[src/rtl/dma_desc_wr_engine.sv]
// DMA descriptor write engine: pops descriptors, drains payload words to memory, pulses completion.
// Optional alignment checking (err output) is enabled with `define DMA_ALIGN_CHK_EN.
module dma_desc_wr_engine #(
    parameter int LEN_W  = 16,
    parameter int ADDR_W = 32
) (
    input  logic                    clk,
    input  logic                    rst_n,
    input  logic                    desc_empty,
    input  logic [LEN_W+ADDR_W-1:0] desc_dout,
    output logic                    desc_rd_en,
    input  logic                    data_valid,
    input  logic [31:0]             data,
    output logic                    data_ready,
    output logic                    mem_wren,
    output logic [ADDR_W-1:0]       mem_addr,
    output logic [31:0]             mem_wdata,
    output logic [3:0]              mem_wstrb,
    input  logic                    mem_gnt,
    output logic                    done_valid,
    output logic [LEN_W-1:0]        done_len,
`ifdef DMA_ALIGN_CHK_EN
    output logic                    err,
`endif
    output logic                    busy
);

    localparam int WL_W = LEN_W - 1;

    typedef enum logic [1:0] {
        IDLE = 2'd0,
        XFER = 2'd1,
        DONE = 2'd2
    } state_t;

    state_t              state_r;
    logic [LEN_W-1:0]    len_r;
    logic [ADDR_W-1:0]   addr_r;
    logic [WL_W-1:0]     words_left_r;
    logic [WL_W-1:0]     beat_r;
    logic                desc_rd_en_r;
    logic                mem_wren_r;
    logic [ADDR_W-1:0]   mem_addr_r;
    logic [31:0]         mem_wdata_r;
    logic [3:0]          mem_wstrb_r;
    logic                done_valid_r;
    logic [LEN_W-1:0]    done_len_r;
    logic                busy_r;
`ifdef DMA_ALIGN_CHK_EN
    logic                err_r;
`endif
    logic                ready_s;
    logic                accept_s;
    logic [ADDR_W-1:0]   beat_off_s;
    logic [LEN_W-1:0]    head_len_s;
    logic [ADDR_W-1:0]   head_addr_s;

    // ceil(len/4) evaluated one bit wider so len near the top does not overflow
    function automatic logic [WL_W-1:0] word_count(input logic [LEN_W-1:0] len);
        logic [LEN_W:0] sum;
        sum = {1'b0, len} + (LEN_W+1)'(3);
        return sum[LEN_W:2];
    endfunction

    function automatic logic [3:0] tail_strb(input logic [1:0] rem);
        logic [3:0] strb;
        case (rem)
            2'd1:    strb = 4'h1;
            2'd2:    strb = 4'h3;
            2'd3:    strb = 4'h7;
            default: strb = 4'hF;
        endcase
        return strb;
    endfunction

    assign head_len_s  = desc_dout[LEN_W+ADDR_W-1:ADDR_W];
    assign head_addr_s = desc_dout[ADDR_W-1:0];
    assign beat_off_s  = {{(ADDR_W-WL_W-2){1'b0}}, beat_r, 2'b00};

    // Stream handshake: a write still waiting for its grant blocks the next word
    always_comb begin
        ready_s = 1'b0;
        if (state_r == XFER && words_left_r != '0) begin
            ready_s = !mem_wren_r || mem_gnt;
        end else begin
            ready_s = 1'b0;
        end
    end

    assign accept_s   = data_valid && ready_s;
    assign data_ready = ready_s;

    // Descriptor FSM, memory write request and completion registers
    always_ff @(posedge clk or negedge rst_n) begin
        if (!rst_n) begin
            state_r      <= IDLE;
            len_r        <= '0;
            addr_r       <= '0;
            words_left_r <= '0;
            beat_r       <= '0;
            desc_rd_en_r <= 1'b0;
            mem_wren_r   <= 1'b0;
            mem_addr_r   <= '0;
            mem_wdata_r  <= 32'h0000_0000;
            mem_wstrb_r  <= 4'h0;
            done_valid_r <= 1'b0;
            done_len_r   <= '0;
            busy_r       <= 1'b0;
`ifdef DMA_ALIGN_CHK_EN
            err_r        <= 1'b0;
`endif
        end else begin
            desc_rd_en_r <= 1'b0;
            done_valid_r <= 1'b0;
`ifdef DMA_ALIGN_CHK_EN
            err_r        <= 1'b0;
`endif
            case (state_r)
                IDLE: begin
                    if (!desc_empty) begin
                        len_r        <= head_len_s;
                        addr_r       <= head_addr_s & {{(ADDR_W-2){1'b1}}, 2'b00};
                        words_left_r <= word_count(head_len_s);
                        beat_r       <= '0;
                        desc_rd_en_r <= 1'b1;
                        busy_r       <= 1'b1;
`ifdef DMA_ALIGN_CHK_EN
                        if (head_addr_s[1:0] != 2'b00) begin
                            words_left_r <= '0;
                            state_r      <= DONE;
                            done_valid_r <= 1'b1;
                            done_len_r   <= '0;
                            err_r        <= 1'b1;
                        end else
`endif
                        if (head_len_s == '0) begin
                            state_r      <= DONE;
                            done_valid_r <= 1'b1;
                            done_len_r   <= '0;
                        end else begin
                            state_r <= XFER;
                        end
                    end
                end
                XFER: begin
                    if (accept_s) begin
                        mem_wren_r   <= 1'b1;
                        mem_addr_r   <= addr_r + beat_off_s;
                        mem_wdata_r  <= data;
                        mem_wstrb_r  <= (words_left_r == WL_W'(1)) ? tail_strb(len_r[1:0]) : 4'hF;
                        words_left_r <= words_left_r - WL_W'(1);
                        beat_r       <= beat_r + WL_W'(1);
                    end else if (mem_wren_r && mem_gnt) begin
                        mem_wren_r <= 1'b0;
                        if (words_left_r == '0) begin
                            state_r      <= DONE;
                            done_valid_r <= 1'b1;
                            done_len_r   <= len_r;
                        end
                    end
                end
                DONE: begin
                    state_r <= IDLE;
                    busy_r  <= 1'b0;
                end
                default: begin
                    state_r <= IDLE;
                    busy_r  <= 1'b0;
                end
            endcase
        end
    end

    assign desc_rd_en = desc_rd_en_r;
    assign mem_wren   = mem_wren_r;
    assign mem_addr   = mem_addr_r;
    assign mem_wdata  = mem_wdata_r;
    assign mem_wstrb  = mem_wstrb_r;
    assign done_valid = done_valid_r;
    assign done_len   = done_len_r;
    assign busy       = busy_r;
`ifdef DMA_ALIGN_CHK_EN
    assign err        = err_r;
`endif

endmodule
[config.mk]
export PLATFORM = sky130hd
export DESIGN_NAME = dma_desc_wr_engine
export DESIGN_NICKNAME = d
export VERILOG_FILES = /design/src/rtl/dma_desc_wr_engine.sv
export SDC_FILE = /design/constraint.sdc
export NUM_CORES = 1
export LEC_CHECK = 0
export ABC_CLOCK_PERIOD_IN_PS = 2500
export CORE_ASPECT_RATIO = 0.75
export CORE_MARGIN = 4
export CORE_UTILIZATION = 45
export DETAILED_ROUTE_END_ITERATION = 7
export PLACE_DENSITY = 0.76
export RECOVER_POWER = 25
export SLEW_MARGIN = 25
export SYNTH_ARGS = -nofsm -noshare
export SYNTH_HDL_FRONTEND = slang
export SYNTH_SLANG_ARGS = --single-unit
[constraint.sdc]
create_clock -name clk -period 2.5 [get_ports clk]
set_clock_uncertainty 0.1 [all_clocks]
set_input_delay 0.5 -clock clk [delete_from_list [all_inputs] [get_ports clk]]
set_output_delay 0.5 -clock clk [all_outputs]
set_load 0.03 [all_outputs]
==> impl_metrics.yaml, run 1 <==
outcome:
  status: "complete, but fails checks"
  violations: "setup timing"
clocking:
  htree_levels: 4
  clkLatencyLatePin_ns: 0.43
  clk_pin_slew_ns: 0.07
  ctsLongestPathBuffers: 2
  clock-sinks: 164
  cts_tree: "yes"
  numCtsBuffers: 17
  cts_root_buf: "clkbuf_16"
sta:
  period_needed_ns: 2.550
  fmax_mhz: 392.2
  whs_ns: 0.3669
  finalHoldViolations: 0
  layout_setup_ws_ns: -0.04980
  rsz0062_at_grt: "yes"
  final_max_slew_viol_count: 0
  setup_viol: 7
  post-route-period-util: 1.020
  tightest_slew_ns: 1.446
  setup_tns_ns: -0.1709
  slew-limit-headroom: 0.03619
global_routing:
  grt_usage: 0.2112
  grt_pass1_vias: 6793
  grt_pass1_wl_um: 33710
  grt.overflow.total: 0
  antenna_found_initial: 0
  grt_max_degree: 59
place:
  placed_area_sq_um: 10220
  place_congestion: 0.9319
  portBuffers: 169
  dpl.hpwl_um: 14660
  post-place-ws_ns: -0.1216
final_layout:
  final_util: 0.6485
  fin_area_sq_um: 11050
  area_delta_synth_final_pct: 39.29
  diodes: 0
  final_nets: 1221
  layout-drive-gt1-share: 0.1374
power:
  power_frac_seq: 0.393
  power_density_nw_per_um2: 878.5
  leakage_nw: 5.115
  max-vdd-ir-drop_mv: 0.5259
  p_int_mw: 6.170
  power.share.clock: 0.262
  combPwrFrac: 0.345
  sw_frac_of_total: 0.3642
  p_sw_mw: 3.534
routing:
  vias_per_cell: 5.173
  first_pass_iters: 5
  route.detailed.wl_per_inst_um: 15.19
  route.detailed.drc: 0
  antenna_left: 0
  drt-total-wl_um: 20720
  dr.first_iter.drc_count: 446
  num_vias: 7056
critical_path:
  path_class: "reg2reg"
  cp-start-kind: "register"
  cp.arrival_ns: 2.75
  required_ns: 2.70
  path_max_fanout: 7
  crit_path_end_kind: "register"
flow_run:
  drv_cap: 0
synthesis:
  synth_flop_cell: "dfrtp_1"
  synth_area_sq_um: 7930
  syn_area_per_cell_sq_um: 8.920
  synth_edf_count: 0
  yosysSeqAreaShare: 0.5175
  yosys_warnings: 0
  synth_cell_type_count: 60
  synthCells: 889
  synthArstFlopShare: 1.000
  ys_ff_latch: 164
floorplan:
  fp.dieArea_sq_um: 19830
  rows: 41
  core_sq_um: 17030
  die_h_um: 123.0
  dieWidth_um: 161.3
  io_pins: 174
  start_util: 0.4656
worst_hold_path:
  min-delay-path-class: "reg2reg"
layer usage:
| metal | vias to the layer above | global-route usage | share of wire |
|---|---|---|---|
| met5 | - | 0 | 0 |
| li1 | 3413 | - | - |
| met3 | 27 | 0.05565 | 0.062 |
| met1 | 3382 | 0.2988 | 0.48 |
| met2 | 234 | 0.3227 | 0.45 |
| met4 | 0 | 0.06500 | 0.013 |
metrics by stage:
| step | total power [mW] | cells |
|---|---|---|
| 6_report | 9.704 | 1364 |
| 5_1_grt | 10.27 | 1364 |
| 4_1_cts | 9.683 | 1357 |
| 3_5_place_dp | 6.969 | 1308 |
| 3_3_place_gp | 6.878 | 1308 |
| 2_1_floorplan | 5.590 | 890 |
timing repair:
action	in CTS	in global routing
pin swaps	6	7
hold buffers	1	0
endpoints found under the setup margin	8	19
hold endpoints to repair	54	0
resized for setup	6	14
buffers inserted	16	7
logic make-up (layout without fill, tap and decap cells):
kind of cell / count (synthesis) / after routing / share of synthesized area
AO/OA/AOI/OAI: 156 / 156 / 0.1213
XOR/XNOR: 42 / 42 / 0.04639
adder cells (fa/ha/maj): 21 / 21 / 0.03408
buffers and inverters: 63 / 301 / 0.03645
flip-flops: 164 / 164 / 0.5175
other: 1 / 2 / 0.0004729
AND/OR/NAND/NOR: 442 / 442 / 0.2438
power by group through the flow:
stage / Clock (mW) / Combinational, mW / Sequential [mW]
floorplan: 0 / 1.25 / 4.34
global placement: 0 / 3.08 / 3.79
detailed placement: 0 / 3.15 / 3.82
CTS: 2.61 / 3.29 / 3.79
global route: 2.71 / 3.66 / 3.90
finish: 2.55 / 3.34 / 3.81
area by class of cell:
class	count	area, sq um
fill	1444	5986
tap	236	295.3
clock inverter	15	143.9
multi-input combinational	663	3652
sequential	164	4106
inverter	20	75.07
timing repair buffer	249	2347
clock buffer	17	425.4
synthesized netlist by cell type, drive strengths merged (2+ instances only):
cell	number	area, sq um
nand2	321	1212
dfrtp	164	4104
o21ai	82	410.4
nor2	44	182.7
xnor2	29	254.0
a21oi	24	120.1
clkbuf	23	88.84
buf	20	125.1
ha	20	250.2
inv	20	75.07
nand3	19	105.1
xor2	13	113.9
a21o	11	82.58
a31oi	11	98.84
nor3	11	75.07
nor4	11	105.1
and3	8	55.05
nand4	7	50.05
nand2b	5	31.28
o221ai	5	43.79
o31ai	5	51.30
or3	5	31.28
a32oi	3	26.28
nor2b	3	18.77
nor3b	3	22.52
a221oi	2	17.52
o21a	2	15.01
o41ai	2	17.52
worst max-delay path, stage by stage, from the launching register on:
cell	delay, ns
dfrtp_1	0.35
ha_2	0.19
inv_2	0.04
fa_2	0.34
and2b_1	0.23
o2111ai_2	0.12
and3_4	0.19
o31ai_4	0.24
a31oi_4	0.20
nor4_4	0.19
xnor2_1	0.15
o21ai_1	0.07
cells in the final DEF, fill, tap and decap left out, types with 4 or more instances in the layout:
cell type          n
nand2_1          320
clkdlybuf4s50_1  167
dfrtp_1          162
o21ai_0           75
buf_4             73
nor2_1            40
xnor2_1           29
a21oi_1           22
inv_1             18
nand3_1           17
clkbuf_16         17
ha_1              16
xor2_1            13
a21o_1            11
a31oi_1            9
and3_1             7
o21ai_1            7
nand4_1            6
nor4_1             6
inv_6              6
nor3_1             5
o221ai_1           5
nor3_2             5
buf_12             5
o31ai_1            4
nand2b_1           4
or3_1              4
final timing paths:
path | endpoint | startpoint | slack [ns] | depth (start not counted)
worst max-delay path | mem_addr[28] | beat_r[0] | -0.05 | 11
worst min-delay path | mem_wstrb[0] | mem_wstrb[0] | 0.37 | 1
worst max register to register | mem_addr[28] | beat_r[0] | -0.05 | 11
worst min register to register | mem_wstrb[0] | mem_wstrb[0] | 0.37 | 1
max in group asynchronous | words_left_r[5] | rst_n | 0.20 | 3
min in group asynchronous | mem_wdata[9] | rst_n | 0.86 | 2
state kept, by name (all words and copies together) (netlist names):
name / count
mem_wren: 1
addr_r: 30
beat_r: 15
words_left_r: 15
busy: 1
desc_rd_en: 1
done_valid: 1
state_r: 2
done_len: 16
len_r: 16
mem_addr: 30
mem_wdata: 32
mem_wstrb: 4
(Power assumes the default switching activity.)
==> inputs of run 2 (changes only) <==
- CORE_ASPECT_RATIO: 0.75 -> unset
==> impl_metrics.yaml, run 2 (synthesis results as in run 1) <==
outcome:
  status: "complete, but fails checks"
  violations: "setup timing"
place:
  dpl.hpwl_um: 14670
  place_congestion: 0.8583
  portBuffers: 169
  placed_cells: 1295
  post-place-ws_ns: -0.1347
sta:
  slew-limit-headroom: 0.2155
  fmax_mhz: 382.0
  tightest_slew_ns: 1.177
  final_max_slew_viol_count: 0
  rsz0062_at_grt: "yes"
  finalHoldViolations: 0
  post-route-period-util: 1.047
  layout_setup_ws_ns: -0.1179
  setup_viol: 7
  period_needed_ns: 2.618
clocking:
  clock-sinks: 164
  ctsLongestPathBuffers: 2
  cts_root_buf: "clkbuf_16"
  numCtsBuffers: 17
  clkLatencyLatePin_ns: 0.42
  cts_tree: "yes"
  clk_pin_slew_ns: 0.07
  htree_levels: 4
global_routing:
  grt.overflow.total: 0
  grt_pass1_wl_um: 33660
  grt_max_degree: 94
  grt_pass1_vias: 6802
  grt_usage: 0.2084
  antenna_found_initial: 1
power:
  leakage_nw: 5.084
  max-vdd-ir-drop_mv: 0.6888
  power_density_nw_per_um2: 893.9
final_layout:
  final_nets: 1206
  area_delta_synth_final_pct: 39.02
  fillerInstances: 1437
  multiInputGateArea_sq_um: 3682
  layout_common_cells: "nand2_1, clkdlybuf4s50_1, dfrtp_1"
  final-seq-area_sq_um: 4109
  mostFrequentLayoutCell: "nand2_1"
  fin_cells: 1339
  layout-drive-gt1-share: 0.1312
  largest_reg_flops: 32
floorplan:
  rows: 48
  die_h_um: 140.8
  start_util: 0.4585
  dieWidth_um: 140.8
  fp.dieArea_sq_um: 19810
  io_pins: 174
  core_sq_um: 17300
worst_hold_path:
  min-delay-path-class: "reg2reg"
critical_path:
  crit_path_end_kind: "register"
  path_class: "reg2reg"
  cp-start-kind: "register"
  required_ns: 2.70
  cp.arrival_ns: 2.82
  path_max_fanout: 7
routing:
  antenna_left: 0
  vias_per_cell: 5.192
  first_pass_iters: 5
  drt-total-wl_um: 20880
  route.detailed.drc: 0
  route.detailed.wl_per_inst_um: 15.59
  num_vias: 6952
  dr.first_iter.drc_count: 501
flow_run:
  drv_cap: 0
==> run 2: stage by stage <==
step / util / hold WS (ns) / power [mW] / area [sq um] / TNS [ns]
global route: 0.6374 / 0.3974 / 10.40 / 11020 / -7.400
floorplan: - / 0.1044 / 5.590 / 7934 / -0.001432
CTS: 0.6297 / 0.3683 / 9.799 / 10890 / -0.5937
detailed placement: 0.5890 / 0.3528 / 6.948 / 10190 / -0.8332
finish: 0.6374 / 0.3652 / 9.855 / 11020 / -0.5211
global placement: 0.5890 / 0.3486 / 6.858 / 10190 / -0.3420
==> run 2: layout make-up <==
| cell class | count | share of cell area |
|---|---|---|
| multi-input combinational | 663 | 0.3340 |
| inverter | 20 | 0.006810 |
| clock buffer | 18 | 0.03984 |
| sequential | 164 | 0.3727 |
| antenna | 1 | 0.0002270 |
| timing repair buffer | 234 | 0.2036 |
| tap | 225 | 0.02554 |
| clock inverter | 14 | 0.01725 |
==> run 2: metal layers <==
metal,global-route usage,part of all wire,up-vias
li1,-,-,3389
met3,0.03664,0.057,33
met1,0.2745,0.43,3298
met2,0.3556,0.49,232
met4,0.05864,0.018,0
met5,0,0,-
==> run 2: critical path, cell delays in order (launching register included) <==
cell	delay, ns
dfrtp_1	0.40
ha_4	0.16
inv_2	0.03
fa_2	0.34
and2b_1	0.25
o2111ai_2	0.12
and3_4	0.18
o31ai_4	0.24
a31oi_4	0.23
nor3_4	0.21
xnor2_1	0.15
o21ai_1	0.08
==> run 2: worst paths after layout <==
| path | from | to | slack (ns) | cells after the start |
|---|---|---|---|---|
| setup / recovery | addr_r[2] | mem_addr[24] | -0.12 | 11 |
| hold / removal | mem_wstrb[0] | mem_wstrb[0] | 0.37 | 1 |
| setup reg to reg | addr_r[2] | mem_addr[24] | -0.12 | 11 |
| hold reg to reg | mem_wstrb[0] | mem_wstrb[0] | 0.37 | 1 |
| max in group asynchronous | rst_n | mem_wdata[12] | 0.26 | 3 |
| min in group asynchronous | rst_n | mem_addr[8] | 0.75 | 2 |
==> run 2: where the power goes <==
part / total [mW] / internal [mW] / switching, mW
Sequential: 3.81 / 3.31 / 0.507
Clock: 2.78 / 1.63 / 1.15
Combinational: 3.26 / 1.40 / 1.86
==> run 2: repair_timing <==
action | 4_1_cts | 5_1_grt
hold buffers | 1 | 0
hold endpoints to repair | 44 | 0
pin swaps | 5 | 9
gates resized for setup | 10 | 23
setup buffers | 3 | 7
endpoints found under the setup margin | 12 | 19
